===== src/rtl/crc5_frame_sequencer.sv =====
// Per-frame arbiter and byte sequencer for a shared CRC-5 engine (TX framing vs RX deserializer).
// Optional stall timeout in S_FETCH is compiled in with `define CRC5_SEQ_TIMEOUT_EN.
module crc5_frame_sequencer #(
  parameter int CRC_LAT        = 1,
  parameter int TIMEOUT_CYCLES = 64
) (
  input  logic        i_sys_clk,
  input  logic        i_sys_rst,
  input  logic        i_tx_req,
  input  logic [15:0] i_tx_word,
  input  logic        i_tx_word_valid,
  input  logic        i_tx_last,
  output logic        o_tx_word_ready,
  output logic        o_tx_gnt,
  input  logic        i_rx_req,
  input  logic [15:0] i_rx_word,
  input  logic        i_rx_word_valid,
  input  logic        i_rx_last,
  output logic        o_rx_word_ready,
  output logic        o_rx_gnt,
  input  logic [4:0]  i_rx_crc,
  output logic        o_crc_clear,
  output logic [7:0]  o_crc_byte,
  output logic        o_crc_byte_valid,
  input  logic [4:0]  i_crc_value,
  output logic [4:0]  o_crc_value,
  output logic        o_crc_done,
  output logic        o_crc_owner,
  output logic        o_crc_err,
  output logic        o_crc_abort
);

  localparam logic [2:0] S_IDLE  = 3'd0;
  localparam logic [2:0] S_CLEAR = 3'd1;
  localparam logic [2:0] S_FETCH = 3'd2;
  localparam logic [2:0] S_HI    = 3'd3;
  localparam logic [2:0] S_LO    = 3'd4;
  localparam logic [2:0] S_WAIT  = 3'd5;
  localparam logic [2:0] S_DONE  = 3'd6;

  localparam logic OWN_TX = 1'b0;
  localparam logic OWN_RX = 1'b1;

  localparam logic [2:0] LAT_END = 3'((CRC_LAT > 0) ? (CRC_LAT - 1) : 0);

  logic [2:0]  r_state;
  logic        r_owner;
  logic        r_last_owner;
  logic [15:0] r_word;
  logic        r_last;
  logic [2:0]  r_wait_cnt;
  logic [4:0]  r_crc_value;
  logic        r_crc_err;

  logic        w_own_req;
  logic        w_own_vld;
  logic [15:0] w_own_word;
  logic        w_own_last;
  logic        w_in_frame;
  logic        w_timeout;
  logic        w_abort;
  logic        w_accept;
  logic        w_pick_rx;

  assign w_own_req  = (r_owner == OWN_RX) ? i_rx_req        : i_tx_req;
  assign w_own_vld  = (r_owner == OWN_RX) ? i_rx_word_valid : i_tx_word_valid;
  assign w_own_word = (r_owner == OWN_RX) ? i_rx_word       : i_tx_word;
  assign w_own_last = (r_owner == OWN_RX) ? i_rx_last       : i_tx_last;

  // Request drops only abandon the frame while words are still moving; S_WAIT/S_DONE always finish.
  assign w_in_frame = (r_state == S_FETCH) || (r_state == S_HI) || (r_state == S_LO);
  assign w_abort    = w_in_frame && (!w_own_req || w_timeout);
  assign w_accept   = (r_state == S_FETCH) && w_own_vld && !w_abort;
  assign w_pick_rx  = i_rx_req && (!i_tx_req || (r_last_owner == OWN_TX));

`ifdef CRC5_SEQ_TIMEOUT_EN
  localparam int TW = $clog2(TIMEOUT_CYCLES + 1);
  logic [TW-1:0] r_to_cnt;

  always_ff @(posedge i_sys_clk or negedge i_sys_rst) begin
    if (!i_sys_rst) begin
      r_to_cnt <= '0;
    end else if ((r_state != S_FETCH) || w_accept) begin
      r_to_cnt <= '0;
    end else begin
      r_to_cnt <= r_to_cnt + 1'b1;
    end
  end

  assign w_timeout = (r_state == S_FETCH) && (r_to_cnt == TW'(TIMEOUT_CYCLES));
`else
  // No stall limit: the frame waits in S_FETCH for as long as the owner keeps requesting.
  assign w_timeout = (TIMEOUT_CYCLES < 0);
`endif

  always_ff @(posedge i_sys_clk or negedge i_sys_rst) begin
    if (!i_sys_rst) begin
      r_state      <= S_IDLE;
      r_owner      <= OWN_TX;
      r_last_owner <= OWN_RX;
      r_word       <= '0;
      r_last       <= 1'b0;
      r_wait_cnt   <= '0;
      r_crc_value  <= '0;
      r_crc_err    <= 1'b0;
    end else if (w_abort) begin
      r_last_owner <= r_owner;
      r_state      <= S_IDLE;
    end else begin
      case (r_state)
        S_IDLE: begin
          if (i_tx_req || i_rx_req) begin
            r_owner <= w_pick_rx;
            r_state <= S_CLEAR;
          end
        end
        S_CLEAR: r_state <= S_FETCH;
        S_FETCH: begin
          if (w_accept) begin
            r_word  <= w_own_word;
            r_last  <= w_own_last;
            r_state <= S_HI;
          end
        end
        S_HI: r_state <= S_LO;
        S_LO: begin
          r_wait_cnt <= '0;
          if (!r_last)          r_state <= S_FETCH;
          else if (CRC_LAT == 0) r_state <= S_DONE;
          else                  r_state <= S_WAIT;
        end
        S_WAIT: begin
          if (r_wait_cnt == LAT_END) r_state <= S_DONE;
          else                       r_wait_cnt <= r_wait_cnt + 3'd1;
        end
        S_DONE: begin
          r_crc_value  <= i_crc_value;
          r_crc_err    <= (r_owner == OWN_RX) && (i_crc_value != i_rx_crc);
          r_last_owner <= r_owner;
          r_state      <= S_IDLE;
        end
        default: r_state <= S_IDLE;
      endcase
    end
  end

  assign o_tx_gnt         = (r_state != S_IDLE) && (r_owner == OWN_TX);
  assign o_rx_gnt         = (r_state != S_IDLE) && (r_owner == OWN_RX);
  assign o_tx_word_ready  = (r_state == S_FETCH) && (r_owner == OWN_TX) && !w_abort;
  assign o_rx_word_ready  = (r_state == S_FETCH) && (r_owner == OWN_RX) && !w_abort;
  assign o_crc_clear      = (r_state == S_CLEAR);
  assign o_crc_byte_valid = (r_state == S_HI) || (r_state == S_LO);
  assign o_crc_byte       = (r_state == S_HI) ? r_word[15:8] :
                            (r_state == S_LO) ? r_word[7:0]  : 8'h00;
  assign o_crc_done       = (r_state == S_DONE);
  assign o_crc_abort      = w_abort;
  assign o_crc_owner      = r_owner;
  assign o_crc_value      = r_crc_value;
  assign o_crc_err        = r_crc_err;

endmodule


===== config.mk =====
export PLATFORM = sky130hd
export DESIGN_NAME = crc5_frame_sequencer
export DESIGN_NICKNAME = d
export VERILOG_FILES = /design/src/rtl/crc5_frame_sequencer.sv
export SDC_FILE = /design/constraint.sdc
export NUM_CORES = 1
export LEC_CHECK = 0
export ABC_CLOCK_PERIOD_IN_PS = 1790
export CORE_ASPECT_RATIO = 1.25
export CORE_UTILIZATION = 42
export CTS_CLUSTER_DIAMETER = 100
export DETAILED_ROUTE_END_ITERATION = 7
export PLACE_DENSITY = 0.79
export SKIP_CTS_REPAIR_TIMING = 1
export SLEW_MARGIN = 30
export SYNTH_ARGS = -nofsm -noshare
export SYNTH_HDL_FRONTEND = slang
export SYNTH_SLANG_ARGS = --single-unit

===== constraint.sdc =====
create_clock -name i_sys_clk -period 1.79 [get_ports i_sys_clk]
set_input_delay 0.2685 -clock i_sys_clk [delete_from_list [all_inputs] [get_ports i_sys_clk]]
set_output_delay 0.2685 -clock i_sys_clk [all_outputs]
set_load 0.005 [all_outputs]

# --- Word level (Yosys, flattened, before mapping) ---
# Index checks and enable logic that the tools add are counted.
op_classes:
  addsub: 1
  n_eq_ne: 11
  mux: 16
  n_bitwise: 3
  reduce_logical: 29
ops:
  columns: ["op", "count"]
  rows:
  - ["3-bit two-way mux", 6]
  - ["3-bit one-hot mux with 6 select lines", 1]
  - ["16-bit two-way mux", 1]
  - ["8-bit two-way mux", 2]
  - ["3-bit AND reduction", 4]
  - ["1-bit logical AND", 11]
  - ["3-bit == test, second input constant", 3]
  - ["3-bit inequality test, second input constant", 3]
  - ["3-bit by 2-bit == test with 1-bit output, second input constant", 2]
  - ["3-bit logical NOT", 2]
  - ["3-bit one-hot mux with 2 select lines", 1]
  - ["1-bit logical OR", 5]
  - ["1-bit two-way mux", 5]
  - ["5-bit inequality test", 1]
  - ["2-bit nonzero test", 2]
  - ["3-bit by 1-bit adder with 3-bit output, second input constant", 1]
  - ["3-bit by 1-bit == test with 1-bit output, second input constant", 1]
  - ["1-bit logical NOT", 3]
  - ["1-bit inverter", 3]
  - ["3-bit nonzero test", 1]
  - ["2-bit inequality test, second input constant", 1]
  - ["2-bit AND reduction", 1]
totals:
  regBits: 31
  in_bits: 50
  output_inout_bits: 23
  wordCells: 68

# --- Logic depth before layout (Yosys ltp) ---
# Gate-level depths: netlist of run 1.
logic_depth:
  word_depth: 9
  depth_mapped: 6

# --- Worst setup path after synthesis of run 1 ---
# No wires, ideal clock.
synth_path:
  path_kind: "reg2reg"
  start: "register r_owner (netlist: o_crc_owner)"
  end: "register r_word[0]"
  arrival_ns: 1.372
  required_time_ns: 1.664
  slack_ns: 0.292
  path_stages_with_launch: 6
  n_path_buf: 2
  path_cell_list: "dfrtp_1 > buf_6 > mux2i_4 > nor4_4 > buf_2 > a21oi_1"
synth_via:
  elab_chain_cells: 6
  elab_cells_between_ends: 10
synth_rtl:
  columns: ["element", "line_no", "source"]
  rows:
  - ["start: declaration", "47", "logic r_owner;"]
  - ["start signal: assignment", "113", "r_owner <= w_pick_rx;"]
  - ["1-bit two-way mux", "65", "assign w_own_req = (r_owner == OWN_RX) ? i_rx_req : i_tx_req;"]
  - ["1-bit logical NOT", "72", "assign w_abort = w_in_frame && (!w_own_req || w_timeout);"]
  - ["1-bit logical AND", "72", null]
  - ["1-bit logical NOT", "73", "assign w_accept = (r_state == S_FETCH) && w_own_vld && !w_abort;"]
  - ["1-bit logical AND", "73", null]
  - ["3-bit AND reduction (no line)", null, null]
  - ["end signal: assignment", "120", "r_word <= w_own_word;"]
  - ["end: declaration", "49", "logic [15:0] r_word;"]
# Several ways; a longest one is shown, not always the timed one.
# A chain may end at the register's enable or synchronous reset.

# --- Final worst setup path of run 1 ---
layout_path:
  start: "register r_state[2]"
  end: "output port o_crc_byte[2]"
layout_via:
  elab_chain_cells: 3
  elab_cells_between_ends: 4
layout_rtl:
  columns: ["element", "line_no", "source"]
  rows:
  - ["start: declaration", "46", "logic [2:0] r_state;"]
  - ["start signal: assignment", "98", "r_state <= S_IDLE;"]
  - ["start signal: assignment", "108", "r_state <= S_IDLE;"]
  - ["start signal: assignment", "114", "r_state <= S_CLEAR;"]
  - ["3-bit == test", "154", "(r_state == S_LO) ? r_word[7:0] : 8'h00;"]
  - ["8-bit two-way mux", "154", null]
  - ["8-bit two-way mux *", "153", "assign o_crc_byte = (r_state == S_HI) ? r_word[15:8] :"]
  - ["end: declaration", "23", "output logic [7:0] o_crc_byte,"]
# Every way passes the cells marked *; elsewhere a longest branch is shown, timed or not.

==> impl_metrics.json, run 1 <==
{
  "synth_enable_flop_cells": 0,
  "firstDrtPassIters": 4,
  "diodes": 0,
  "pre_cts_ws_ns": -0.0479,
  "critPathMaxStageDelay_ns": 0.45,
  "synth_top_cell_area_share_pct": 43.4,
  "timing_hold_violations_final": 0,
  "postSynthAreaPerCell_um2": 10.1,
  "criticalPathCategory": "flop to output port",
  "ys_seq_elements": 31,
  "netlist_instances": 172,
  "grt_pass1_vias": 1580,
  "drv_cap": 0,
  "mostFrequentLayoutCell": "clkdlybuf4s50_1",
  "syn2layout_area_growth_pct": 68.2,
  "post-route-period-util_pct": 99.5,
  "grt_overflow": 0,
  "crit_path_end_kind": "output port",
  "antenna_found_initial": 0,
  "die_h_um": 73.8,
  "ys_warn_count": 0,
  "core_area_um2": 3880,
  "dp_cells": 315,
  "vias_per_cell": 5.01,
  "clk_pin_slew_ns": 0.07,
  "synthFlopType": "dfrtp_1",
  "detail_route.iter0.violations": 57,
  "grt_max_degree": 35,
  "irDropWorstVdd_mv": 0.902,
  "cts.sinks": 31,
  "fillers": 310,
  "setup_violations": 0,
  "finClkSkew_ns": 0.00548,
  "seq_area_um2": 781,
  "crit_fanout": 8,
  "finalHoldWorstSlack_ns": 0.372,
  "worst_pin_slew_ns": 0.363,
  "drt_wl_total_mm": 4.42,
  "period_minus_slack_ns": 1.78,
  "drive_above_1_share_pct": 22.3,
  "portBuffers": 72,
  "drc": 0,
  "finalWorstSetupSlack_ns": 0.00818,
  "cts_inserted_buffers": 5,
  "fmax_ghz": 0.561,
  "synth_fp_nets": 224,
  "gp_congestion": 0.803,
  "grt_setup_unrepaired": "yes",
  "multi_input_area_um2": 918,
  "postLayoutCoreUtil_pct": 75.1,
  "fin_area_um2": 2910,
  "mostFrequentLayoutCells": "clkdlybuf4s50_1 (56), dfrtp_1 (27), buf_4 (26), nor2_1 (25), a21oi_1 (21)",
  "initial_utilization_pct": 44.6,
  "yosysSeqAreaShare_pct": 44.9,
  "ys_top_cells_by_area": "dfrtp_1 (43%), mux2i_1 (11%), a21oi_1 (6.1%)",
  "layout.cells.non_filler": 328,
  "hold_path.class": "input port to asynchronous set/reset pin",
  "cts_tree": "done",
  "clk_path_buf_depth": 2,
  "crit_slowest_cell": "dfrtp_2",
  "fin_nets": 325,
  "vias": 1644,
  "status": "finished clean",
  "place_hpwl_mm": 3.11,
  "async_flop_share_pct": 100,
  "yosysTopAreaCell": "dfrtp_1",
  "leakage_nw": 1.46,
  "crit_buf_inv": 3,
  "post_dp_cell_area_um2": 2680,
  "crit_chain": "buf_12 > nand2b_4 > nor2_4 > buf_6 > a22o_1 > dlymetal6s2s_1",
  "grt_usage_pct": 20.5,
  "ys_types": 34,
  "ant_nets": 0,
  "rows": 25,
  "wl_per_cell_um": 13.5,
  "cp-start-kind": "flop",
  "die_width_um": 59.4,
  "cp.arrival_ns": 1.51,
  "worstPathRequired_ns": 1.52,
  "cts_root_buf": "clkbuf_8",
  "crit_family": "flip-flops",
  "insertion_delay_ns": 0.28,
  "slew_headroom_pct": 75.1,
  "die_area_um2": 4390,
  "netlist_area_um2": 1730,
  "htreeDepth": 2,
  "p_per_area_nw_per_um2": 1550,
  "grt_pass1_wl_mm": 6.73,
  "final_max_slew_viol_count": 0,
  "ios": 73
}
## flip-flops by register name (all words and copies together), names as in the netlist
name          cells
r_word           16
r_state           3
o_crc_owner       1
r_last_owner      1
r_last            1
o_crc_err         1
r_wait_cnt        3
o_crc_value       5
## cell type report
type                       instances  share of cell area [%]
tap                               54                    2.32
multi-input combinational        127                    31.5
inverter                           5                   0.730
sequential                        31                    26.8
clock buffer                       6                    2.84
timing repair buffer             103                    34.6
clock inverter                     2                    1.20
## metrics by stage
step                      power, mW  TNS, ns
final                          4.52        0
after global routing           4.83  -0.0851
after CTS                      4.37    -4.47
after detailed placement       3.64   -0.215
after global placement         3.57   -0.237
after floorplan                2.52        0
## power breakdown
part | internal [mW] | total [mW] | leakage [nW] | switching [mW]
combinational | 1.44 | 2.45 | 1.04 | 1.01
sequential | 1.07 | 1.35 | 0.351 | 0.275
clock | 0.450 | 0.719 | 0.0612 | 0.269
## path summary, 6_finish.rpt
check / start / to / slack (ns) / depth (start not counted)
hold / removal: i_sys_rst / r_state[1]$_DFFE_PN0P_ / 0.37 / 2
setup reg to reg: r_state[0]$_DFFE_PN0P_ / r_word[10]$_DFFE_PN0P_ / 0.21 / 6
hold reg to reg: o_crc_err$_DFFE_PN0P_ / o_crc_err$_DFFE_PN0P_ / 0.48 / 2
max in group asynchronous: i_sys_rst / r_last_owner$_DFFE_PN1P_ / 1.09 / 2
min in group i_sys_clk: o_crc_err$_DFFE_PN0P_ / o_crc_err$_DFFE_PN0P_ / 0.48 / 2
setup / recovery: r_state[2]$_DFFE_PN0P_ / o_crc_byte[2] / 0.008 / 6
## logic make-up after synthesis
family / after synthesis / synth area share, %
and+or+nand+nor: 48 / 13.4
DFF: 31 / 44.9
muxes: 26 / 16.2
AOI/OAI and AO/OA: 46 / 17.4
adders and majority gates: 2 / 1.44
buffers and inverters: 14 / 4.12
xor gates and xnor gates: 5 / 2.53
## worst register-to-register path: stages, from the launching register on
cell and delay [ns]:
dfrtp_2 0.48, buf_4 0.16, buf_4 0.13, nor4_4 0.32
buf_12 0.22, nor2_1 0.07, a21oi_1 0.12
## metal layers
layer / vias to the layer above / GRT usage (%) / wire, µm
met5: - / 0 / 0
met4: 0 / 6.35 / 76
met3: 9 / 5.11 / 248
met2: 57 / 37.7 / 2340
met1: 758 / 22.5 / 1750
li1: 820 / - / -
## cell usage after synthesis, drive strengths merged, types with 2 or more instances
cell	number
o22ai	3
mux2	6
xor2	2
xnor2	3
buf	6
inv	5
a22o	8
ha	2
nand3	2
nand2	4
a21oi	21
o21ai	2
nand2b	4
a31oi	2
nor2b	5
clkbuf	3
nor2	26
dfrtp	30
o2bb2ai	4
nor3	5
mux2i	20
No activity file was read; power rests on OpenSTA's default activity.
==> run 2, diff against run 1 <==
- GPL_TIMING_DRIVEN: not set -> 1
==> results of run 2 <==
Same layout as run 1: the final DEF is identical, and so are final timing and power.
